## config.mk

```make
export PLATFORM = sky130hd
export DESIGN_NAME = reg_dump_reader
export DESIGN_NICKNAME = d
export VERILOG_FILES = /design/src/rtl/reg_dump_pkg.sv /design/src/rtl/reg_dump_reader.sv
export SDC_FILE = /design/constraint.sdc
export NUM_CORES = 1
export LEC_CHECK = 0
export CORE_AREA = 2 2 74 76
export DETAILED_ROUTE_END_ITERATION = 8
export DIE_AREA = 0 0 76 78
export PLACE_DENSITY = 0.78
export SETUP_SLACK_MARGIN = 0.4
export SLEW_MARGIN = 20
export SYNTH_ARGS = -nofsm -noshare
export SYNTH_HDL_FRONTEND = slang
export SYNTH_SLANG_ARGS = --single-unit
```

## constraint.sdc

```tcl
create_clock -name clock -period 2.1 [get_ports clock]
set_input_delay 0.63 -clock clock [delete_from_list [all_inputs] [get_ports clock]]
set_output_delay 0.63 -clock clock [all_outputs]
set_load 0.02 [all_outputs]
```

## src/rtl/reg_dump_pkg.sv

```systemverilog
`default_nettype none
// ============================================================================
//  Module      : reg_dump_pkg
//  Description : Shared constants, FSM state type and select-wrap helper for
//                the register dump reader.
//  Revision    : 1.0 - initial release
// ============================================================================
package reg_dump_pkg;

    localparam int c_num_regs_default   = 32;
    localparam int c_data_width_default = 32;
    localparam int c_sel_width          = 5;

    typedef enum logic [1:0] {
        ST_IDLE   = 2'd0,
        ST_READ   = 2'd1,
        ST_SEND   = 2'd2,
        ST_FINISH = 2'd3
    } dump_state_t;

    // Advance a register select, wrapping from the top register back to 0.
    function automatic logic [c_sel_width-1:0] next_sel(
        input logic [c_sel_width-1:0] sel,
        input int                     num_regs
    );
        if (int'(sel) == num_regs - 1) begin
            return '0;
        end
        return sel + 1'b1;
    endfunction

endpackage
`default_nettype wire

```

## src/rtl/reg_dump_reader.sv

```systemverilog
`default_nettype none
// ============================================================================
//  Module      : reg_dump_reader
//  Description : Walks a range of a combinational-read register file and
//                streams each (index, value) pair out over a valid/ready
//                handshake. Ranges with first > last wrap through index 0.
//  Revision    : 1.0 - initial release
// ============================================================================
module reg_dump_reader
    import reg_dump_pkg::*;
#(
    parameter int NUM_REGS   = c_num_regs_default,
    parameter int DATA_WIDTH = c_data_width_default
) (
    input  logic                   clock,
    input  logic                   reset,
    input  logic                   start,
    input  logic [c_sel_width-1:0] first_sel,
    input  logic [c_sel_width-1:0] last_sel,
    output logic [c_sel_width-1:0] rf_sel,
    input  logic [DATA_WIDTH-1:0]  rf_data,
    output logic                   out_valid,
    input  logic                   out_ready,
    output logic [c_sel_width-1:0] out_index,
    output logic [DATA_WIDTH-1:0]  out_data,
    output logic                   busy,
    output logic                   done
);

    dump_state_t              r_state;
    dump_state_t              w_state_next;

    logic [c_sel_width-1:0]   r_sel;
    logic [c_sel_width-1:0]   r_last;
    logic                     r_out_valid;
    logic [c_sel_width-1:0]   r_out_index;
    logic [DATA_WIDTH-1:0]    r_out_data;

    logic                     w_load;
    logic                     w_capture;
    logic                     w_xfer;
    logic                     w_is_last;

    // State register; reset aborts any dump in progress without a done pulse.
    always_ff @(posedge clock or posedge reset) begin
        if (reset) begin
            r_state <= ST_IDLE;
        end else begin
            r_state <= w_state_next;
        end
    end

    // Next-state decode plus the strobes that steer the datapath registers.
    always_comb begin
        w_state_next = r_state;
        w_load       = 1'b0;
        w_capture    = 1'b0;
        w_xfer       = 1'b0;
        w_is_last    = (r_out_index == r_last);
        case (r_state)
            ST_IDLE: begin
                // start is only honoured here, so a start while busy can
                // never disturb the latched range.
                if (start) begin
                    w_load       = 1'b1;
                    w_state_next = ST_READ;
                end
            end
            ST_READ: begin
                w_capture    = 1'b1;
                w_state_next = ST_SEND;
            end
            ST_SEND: begin
                if (r_out_valid && out_ready) begin
                    w_xfer       = 1'b1;
                    w_state_next = w_is_last ? ST_FINISH : ST_READ;
                end
            end
            ST_FINISH: begin
                w_state_next = ST_IDLE;
            end
            default: begin
                w_state_next = ST_IDLE;
            end
        endcase
    end

    // Range latch, read select walk and output word capture.
    always_ff @(posedge clock or posedge reset) begin
        if (reset) begin
            r_sel       <= '0;
            r_last      <= '0;
            r_out_valid <= 1'b0;
            r_out_index <= '0;
            r_out_data  <= '0;
        end else begin
            if (w_load) begin
                r_sel  <= first_sel;
                r_last <= last_sel;
            end
            if (w_capture) begin
                r_out_data  <= rf_data;
                r_out_index <= r_sel;
                r_out_valid <= 1'b1;
            end
            if (w_xfer) begin
                r_out_valid <= 1'b0;
                // Leave the select on the final index once the range is done.
                if (!w_is_last) begin
                    r_sel <= next_sel(r_sel, NUM_REGS);
                end
            end
        end
    end

    assign rf_sel    = r_sel;
    assign out_valid = r_out_valid;
    assign out_index = r_out_index;
    assign out_data  = r_out_data;
    assign busy      = (r_state != ST_IDLE);
    assign done      = (r_state == ST_FINISH);

endmodule
`default_nettype wire
```

=== Word level (Yosys, flattened, before mapping) ===
Index checks and enable logic that the tools add are counted.

* Add/subtract/negate cells: 1
* Equality and inequality tests: 7
* Mux-type cells: 19
* Reductions and logical operators: 5

{| class="wikitable"
|+ Operator list
! cell !! count
|-
| $mux 5 || 5
|-
| $mux 1 || 10
|-
| $pmux 2 s4 || 1
|-
| $mux 2 || 3
|-
| $add 5x1->5 const B || 1
|-
| $eq 5x1->1 const B || 1
|-
| $eq 5x5->1 || 1
|-
| $eq 2x2->1 const B || 2
|-
| $ne 2x2->1 const B || 2
|-
| $reduce_bool 2->1 || 2
|-
| $eq 2x1->1 const B || 1
|-
| $logic_not 2->1 || 1
|-
| $reduce_and 2->1 || 1
|-
| $logic_and 1x1->1 || 1
|}

* Register bits: 50
* Input bits: 46
* Output and inout port bits: 45
* Word-level logic and storage cells: 38

=== Longest topological paths before layout ===
Gate-level depths: netlist of run 1.

* Word-level depth: 7
* Gate-level depth with buffers: 5

=== Worst setup path after synthesis of run 1 ===
Ideal clock, no wire load.

* Path kind: input-to-reg
* From: input port out_ready
* To: register r_sel[0] (netlist: rf_sel[0])
* Library setup time: 0.125 ns
* Arrival: 1.461 ns
* Required time: 1.975 ns
* Setup slack: 0.515 ns
* Cell stages on the path: 4
* Path buffers: 0
* Cells stage by stage: nand2_1 -> or2_1 -> a21oi_4 -> mux2_2

* Longest elaborated chain between the ends: 4

{| class="wikitable"
|+ Ends and longest elaborated chain
! item !! RTL line !! source
|-
| start, declared || reg_dump_reader.sv:23 || <nowiki>input logic out_ready,</nowiki>
|-
| $logic_and 1x1->1 || reg_dump_reader.sv:74 || <nowiki>if (r_out_valid && out_ready) begin</nowiki>
|-
| $mux 1 || reg_dump_reader.sv:74 ||
|-
| $mux 1 || reg_dump_reader.sv:60 || <nowiki>case (r_state)</nowiki>
|-
| $mux 5 || reg_dump_reader.sv:106 || <nowiki>if (w_xfer) begin</nowiki>
|-
| end signal, assigned || reg_dump_reader.sv:98 || <nowiki>r_sel <= first_sel;</nowiki>
|-
| end signal, assigned || reg_dump_reader.sv:110 || <nowiki>r_sel <= next_sel(r_sel, NUM_REGS);</nowiki>
|-
| end, declared || reg_dump_reader.sv:33 || <nowiki>logic [c_sel_width-1:0] r_sel;</nowiki>
|}

No other way between the ends.
A chain may end at the register's enable or synchronous reset.

=== Worst setup path in the final report of run 1 ===
* From: register r_state[0]
* To: output port busy

* Longest elaborated chain between the ends: 1

{| class="wikitable"
|+ Ends and longest elaborated chain
! item !! RTL line !! source
|-
| start, declared || reg_dump_reader.sv:30 || <nowiki>dump_state_t r_state;</nowiki>
|-
| start signal, assigned || reg_dump_reader.sv:49 || <nowiki>r_state <= w_state_next;</nowiki>
|-
| $reduce_bool 2->1 || reg_dump_reader.sv:120 || <nowiki>assign busy = (r_state != ST_IDLE);</nowiki>
|-
| end, declared || reg_dump_reader.sv:26 || <nowiki>output logic busy,</nowiki>
|}

No other way between the ends.

==> results of run 1 <==
## cells by family after synthesis
group | synth area share
compound gates | 0.0197
xor+xnor | 0.0293
fa+ha+maj | 0.0120
buf+inv | 0.0156
flops | 0.598
mux | 0.280
simple gates | 0.0449
## timing repair
action | in CTS | in global routing
pin swaps | 0 | 2
setup endpoints to repair | 50 | 24
resized for setup | 70 | 24
setup buffers | 7 | 4
## layout by cell type (no fill, tap or decap), drive strengths merged, types with 2 or more instances in the layout
cell,count
clkdlybuf4s50,43
a21oi,2
or2,2
xor2,6
dfrtp,50
mux2,52
buf,20
clkdlybuf4s15,5
bufinv,2
clkbuf,13
nor2,5
dlygate4sd2,32
ha,2
## worst max-delay path, stage by stage (launching register included)
cell and delay [ns]:
dfrtp_1 0.41, or2_4 0.26, buf_6 0.14
## state kept, by name, summed over array words and instances (netlist names)
name       count
out_data      32
out_index      5
out_valid      1
r_last         5
r_state        2
rf_sel         5
## per-layer routing
metal / vias up / GRT usage / share of wire
met4: 0 / 0.0545 / 0.010
met2: 65 / 0.302 / 0.51
met1: 709 / 0.179 / 0.39
met5: - / 0 / 0
met3: 5 / 0.0733 / 0.090
li1: 696 / - / -
## final timing paths
check                             startpoint            to  slack, ns
worst max register to register    r_state[0]     rf_sel[1]       0.43
worst max-delay path              r_state[0]          busy       0.36
max in group asynchronous              reset     rf_sel[0]       1.05
worst min-delay path            out_data[18]  out_data[18]       0.50
min in group asynchronous              reset  out_data[11]       0.75
worst min register to register  out_data[18]  out_data[18]       0.50
## power groups by stage
stage / combinational (mW) / sequential (mW) / clock, mW
6_report: 2.80 / 1.78 / 0.819
4_1_cts: 2.74 / 1.79 / 0.841
5_1_grt: 2.99 / 1.86 / 0.886
2_1_floorplan: 1.13 / 2.30 / 0
3_3_place_gp: 2.85 / 1.80 / 0
3_5_place_dp: 2.89 / 1.82 / 0
## through the flow
stage	hold WS [ns]	utilization	TNS [ns]
floorplan	0.501	-	0
global placement	0.490	0.621	0
detailed placement	0.495	0.621	-0.00126
CTS	0.510	0.656	0
global route	0.522	0.660	0
finish	0.503	0.660	0
## area by class of cell
type | count | area [um^2] | area share
timing repair buffer | 108 | 986 | 0.296
sequential | 50 | 1250 | 0.377
multi-input combinational | 80 | 846 | 0.254
tap | 70 | 87.6 | 0.0263
clock inverter | 2 | 60.1 | 0.0180
inverter | 2 | 11.3 | 0.00338
clock buffer | 6 | 82.6 | 0.0248
==> results.py, run 1 <==
metrics = {
    "synth": {
        "synth-edff-count": 0,
        "synthesis.nets": 184,
        "netlist_instances": 136,
        "synth_top_flop_cell": "dfrtp_1",
        "ys_ff_latch": 50,
        "syn-cell-area_um2": 2090,
        "ys_top_cells_by_count": "50 x dfrtp_1, 47 x mux2_2, 6 x xor2_1",
        "synth_most_common_cell": "dfrtp_1",
        "yosysSeqAreaShare": 0.598,
        "yosys-top-cells-area": "dfrtp_1 60%, mux2_2 25%, mux2_1 2.7%",
        "synth_area_per_cell_um2": 15.4,
        "yosysTopAreaCell": "dfrtp_1",
        "yosys_warnings": 0,
        "synth_top_area_frac": 0.598,
        "yosysUniqueCellTypes": 25,
        "async_flop_share": 1.00,
    },
    "power": {
        "p_int_mw": 3.45,
        "leakagePower_nw": 1.50,
        "design_power_total_mw": 5.40,
        "power.clock.fraction": 0.152,
        "pwr-share-comb": 0.518,
        "max-vdd-ir-drop_v": 0.000926,
        "pwr_density_cell_nw_per_um2": 1620,
        "swShare": 0.362,
        "p_sw_mw": 1.95,
        "p_seq_frac": 0.330,
    },
    "floorplan": {
        "dieArea_um2": 5930,
        "num_rows": 26,
        "start_util": 0.415,
        "die_h_um": 78,
        "die_width_um": 76,
        "core_um2": 5040,
        "ios": 91,
    },
    "route": {
        "drt_iter0_drc": 30,
        "dr.pass1.iters": 3,
        "wire_per_inst_um": 14.6,
        "vias_per_cell": 4.64,
        "final_antenna_net_count": 0,
        "wl_mm": 4.63,
        "drc": 0,
        "vias": 1475,
    },
    "timing": {
        "fmax_mhz": 576,
        "grt_setup_unrepaired": "true",
        "layout_setup_ws_ns": 0.364,
        "slew_headroom": 0.771,
        "slew_violations": 0,
        "hold_viol": 0,
        "fin_skew_ns": 0.00817,
        "worst_pin_slew_ns": 0.344,
        "fin_crit_ns": 1.74,
        "setup_viol": 0,
        "fin_crit_sh": 0.827,
    },
    "critical_path": {
        "endpoint_kind": "output port",
        "cp.arrival_ns": 1.11,
        "worstPathMaxFanout": 4,
        "reg2reg_depth": 5,
        "path_class": "flop to output port",
        "worstPathRequired_ns": 1.47,
        "start_kind": "flop",
    },
    "status": {
        "status": "finished, final reports clean",
    },
    "clock_tree": {
        "cts_buffers": 5,
        "cts_tree": "yes",
        "clk_latency_ns": 0.30,
        "clk_pin_slew_ns": 0.09,
        "root_buffer": "clkbuf_8",
        "clk_path_buf_depth": 2,
        "htreeDepth": 2,
        "postCtsHoldBufs": 0,
        "cts.sinks": 50,
    },
    "place": {
        "gp_congestion": 0.732,
        "place_inst": 299,
        "placed_area_um2": 3130,
        "place_hpwl_mm": 3.31,
        "port-buffer-count": 90,
        "place_ws_ns": -0.00126,
    },
    "layout": {
        "diodes": 0,
        "drive_gt1_frac": 0.411,
        "fin_area_um2": 3330,
        "layout.cells.non_filler": 318,
        "finalNetCount": 295,
        "nFillCells": 391,
        "area_delta_synth_final_pct": 59.2,
    },
    "global_route": {
        "antenna_found_initial": 0,
        "overflow": 0,
        "grt_max_degree": 35,
        "first_global_vias": 1687,
        "grt_pass1_wl_mm": 7.80,
        "track_usage": 0.169,
    },
    "flow_run": {
        "max_cap_viol_count": 0,
    },
    "worst_hold_path": {
        "hold_class": "flop to flop",
        "whs_path_depth": 1,
    },
}
No activity file was read; power rests on OpenSTA's default activity.
==> run 2, diff against run 1 <==
clock period = 1.65 ns   (was 2.1 ns; I/O delays follow)
==> run 2 against run 1 <==
Compared with the run above: the run now ends with negative setup slack left; flip-flop and latch count stayed put; power is 62% higher; setup slack worse by 0.37 ns; largest power group unchanged; clock skew is 0.0040 ns higher; sequential power is 36% higher.
==> results.py, run 2 (synthesis gave the netlist of run 1 again) <==
metrics = {
    "status": {
        "status": "finished with violations",
        "failed_checks": "negative setup slack",
    },
    "floorplan": {
        "num_rows": 26,
        "die_h_um": 78,
        "ios": 91,
        "die_width_um": 76,
        "dieArea_um2": 5930,
        "start_util": 0.415,
        "core_um2": 5040,
    },
    "layout": {
        "largest_register_ffs": 32,
        "final_common_cell": "buf_6",
        "diodes": 0,
        "nFillCells": 306,
        "area_delta_synth_final_pct": 87.3,
        "finalNetCount": 320,
        "fin_area_um2": 3920,
        "drive_gt1_frac": 0.575,
        "layout_common_cells": "54 x buf_6, 52 x mux2_4, 50 x dfrtp_1",
    },
    "critical_path": {
        "cp.arrival_ns": 1.85,
        "reg2reg_slack_ns": 0.01,
        "rr_startpoint": "r_state[1]",
        "start_kind": "input pin",
        "slowest_delay_ns": 0.46,
        "worstPathCellList": "clkdlybuf4s50_1 > inv_1 > nor2_8 > mux2_4 > mux2_4",
        "endpoint_kind": "flop",
        "worstPathMaxFanout": 6,
        "path_class": "input pin to flop",
        "cp_common_cell": "mux2_4",
        "reg2reg_depth": 5,
        "worstPathRequired_ns": 1.85,
        "reg2reg_to": "rf_sel[2]",
        "timing.critical_path.buf_inv": 2,
        "path_delay_family": "multiplexers",
        "slowest_stage": "clkdlybuf4s50_1",
    },
    "place": {
        "place_ws_ns": -0.339,
        "placed_area_um2": 3220,
        "port-buffer-count": 90,
        "place_hpwl_mm": 3.40,
        "gp_congestion": 0.765,
    },
    "clock_tree": {
        "postCtsHoldBufs": 0,
        "clk_path_buf_depth": 2,
        "cts_tree": "yes",
        "cts_buffers": 5,
        "cts.sinks": 50,
        "htreeDepth": 2,
        "clk_pin_slew_ns": 0.10,
        "clk_latency_ns": 0.31,
        "root_buffer": "clkbuf_8",
    },
    "global_route": {
        "grt_pass1_wl_mm": 8.75,
        "overflow": 0,
        "first_global_vias": 1718,
        "grt_max_degree": 31,
        "track_usage": 0.189,
        "antenna_found_initial": 0,
    },
    "route": {
        "wl_met3_um": 249,
        "routed.top_layer": "met4",
        "drt_iter0_drc": 51,
        "wl_mm": 5.79,
        "met2_wirelength_mm": 2.93,
        "vias": 1622,
        "vias_per_cell": 4.73,
        "wire_per_inst_um": 16.9,
        "drc": 0,
        "dr.pass1.iters": 4,
        "final_antenna_net_count": 0,
        "met1_length_mm": 2.54,
    },
    "timing": {
        "fin_skew_ns": 0.0122,
        "fin_crit_sh": 1.00,
        "fmax_mhz": 603,
        "layout_setup_ws_ns": -0.00711,
        "worst_pin_slew_ns": 0.305,
        "fin_crit_ns": 1.66,
        "slew_headroom": 0.796,
        "setup_viol": 2,
        "hold_viol": 0,
        "slew_violations": 0,
        "grt_setup_unrepaired": "true",
        "finalSetupTns_ns": -0.00878,
    },
    "flow_run": {
        "max_cap_viol_count": 0,
    },
    "power": {
        "leakagePower_nw": 1.84,
        "pwr_density_cell_nw_per_um2": 2240,
        "max-vdd-ir-drop_v": 0.00116,
    },
    "worst_hold_path": {
        "min_from": "out_data[9]",
        "whs_path_depth": 1,
        "holdPathEnd": "out_data[9]",
        "hold_class": "flop to flop",
    },
}
## run 2: cell count changes in the layout (fill, tap and decap cells not counted), moves of 7 or more
cell,before,now
buf_4,16,25
dlygate4sd2_1,32,1
clkbuf_2,7,0
mux2_4,7,52
mux2_2,45,0
buf_6,3,54
## run 2: per-stage QoR
| step | instances | hold WS (ns) | power, mW | utilization |
|---|---|---|---|---|
| after global placement | 305 | 0.489 | 6.12 | 0.638 |
| final | 343 | 0.544 | 8.76 | 0.776 |
| after global routing | 343 | 0.558 | 9.20 | 0.776 |
| after detailed placement | 305 | 0.494 | 6.18 | 0.638 |
| after CTS | 328 | 0.540 | 8.01 | 0.725 |
| after floorplan | 136 | 0.501 | 4.48 | - |
## run 2: worst max path at each step
stage / end / start / cells after the start / slack (ns)
after CTS: rf_sel[4] / r_state[0] / 5 / 0.004
after floorplan: rf_sel[0] / r_state[0] / 4 / 0.12
after detailed placement: rf_sel[4] / out_ready / 5 / -0.34
final: rf_sel[2] / start / 5 / -0.007
after global placement: rf_sel[1] / out_ready / 5 / -0.32
after global routing: rf_sel[3] / r_state[0] / 5 / -0.04
## run 2: report_power, final
part / leakage, nW / switching (mW) / total (mW) / internal (mW)
sequential: 0.589 / 0.546 / 2.42 / 1.87
clock: 0.0504 / 0.424 / 0.875 / 0.451
combinational: 1.21 / 2.07 / 5.47 / 3.41
total: 1.84 / 3.04 / 8.76 / 5.73
## run 2: repair_timing
action | CTS | global route
buffers inserted | 12 | 14
cloned | 3 | 1
pin swaps | 2 | 3
gates resized for setup | 293 | 37
setup endpoints to repair | 94 | 95
## run 2: layer usage
layer | up-vias | GRT usage
met3 | 7 | 0.0442
met5 | - | 0
met4 | 0 | 0.0673
li1 | 746 | -
met1 | 814 | 0.245
met2 | 55 | 0.313
## run 2: worst reg2reg max path: cells and delay by family (launching register included)
| kind | cells | cell delay, ns |
|---|---|---|
| buf+inv | 1 | 0.13 |
| flops | 1 | 0.42 |
| mux | 2 | 0.59 |
| simple gates | 2 | 0.41 |
## run 2: area by class of cell
type,count,area (um^2),share of cell area
flip-flops and latches,50,1250,0.320
clock inverters,3,45.0,0.0115
multi-input cells,80,1020,0.261
inverters,2,11.3,0.00288
well taps,70,87.6,0.0224
repair buffers,133,1430,0.365
clock buffers,5,68.8,0.0176
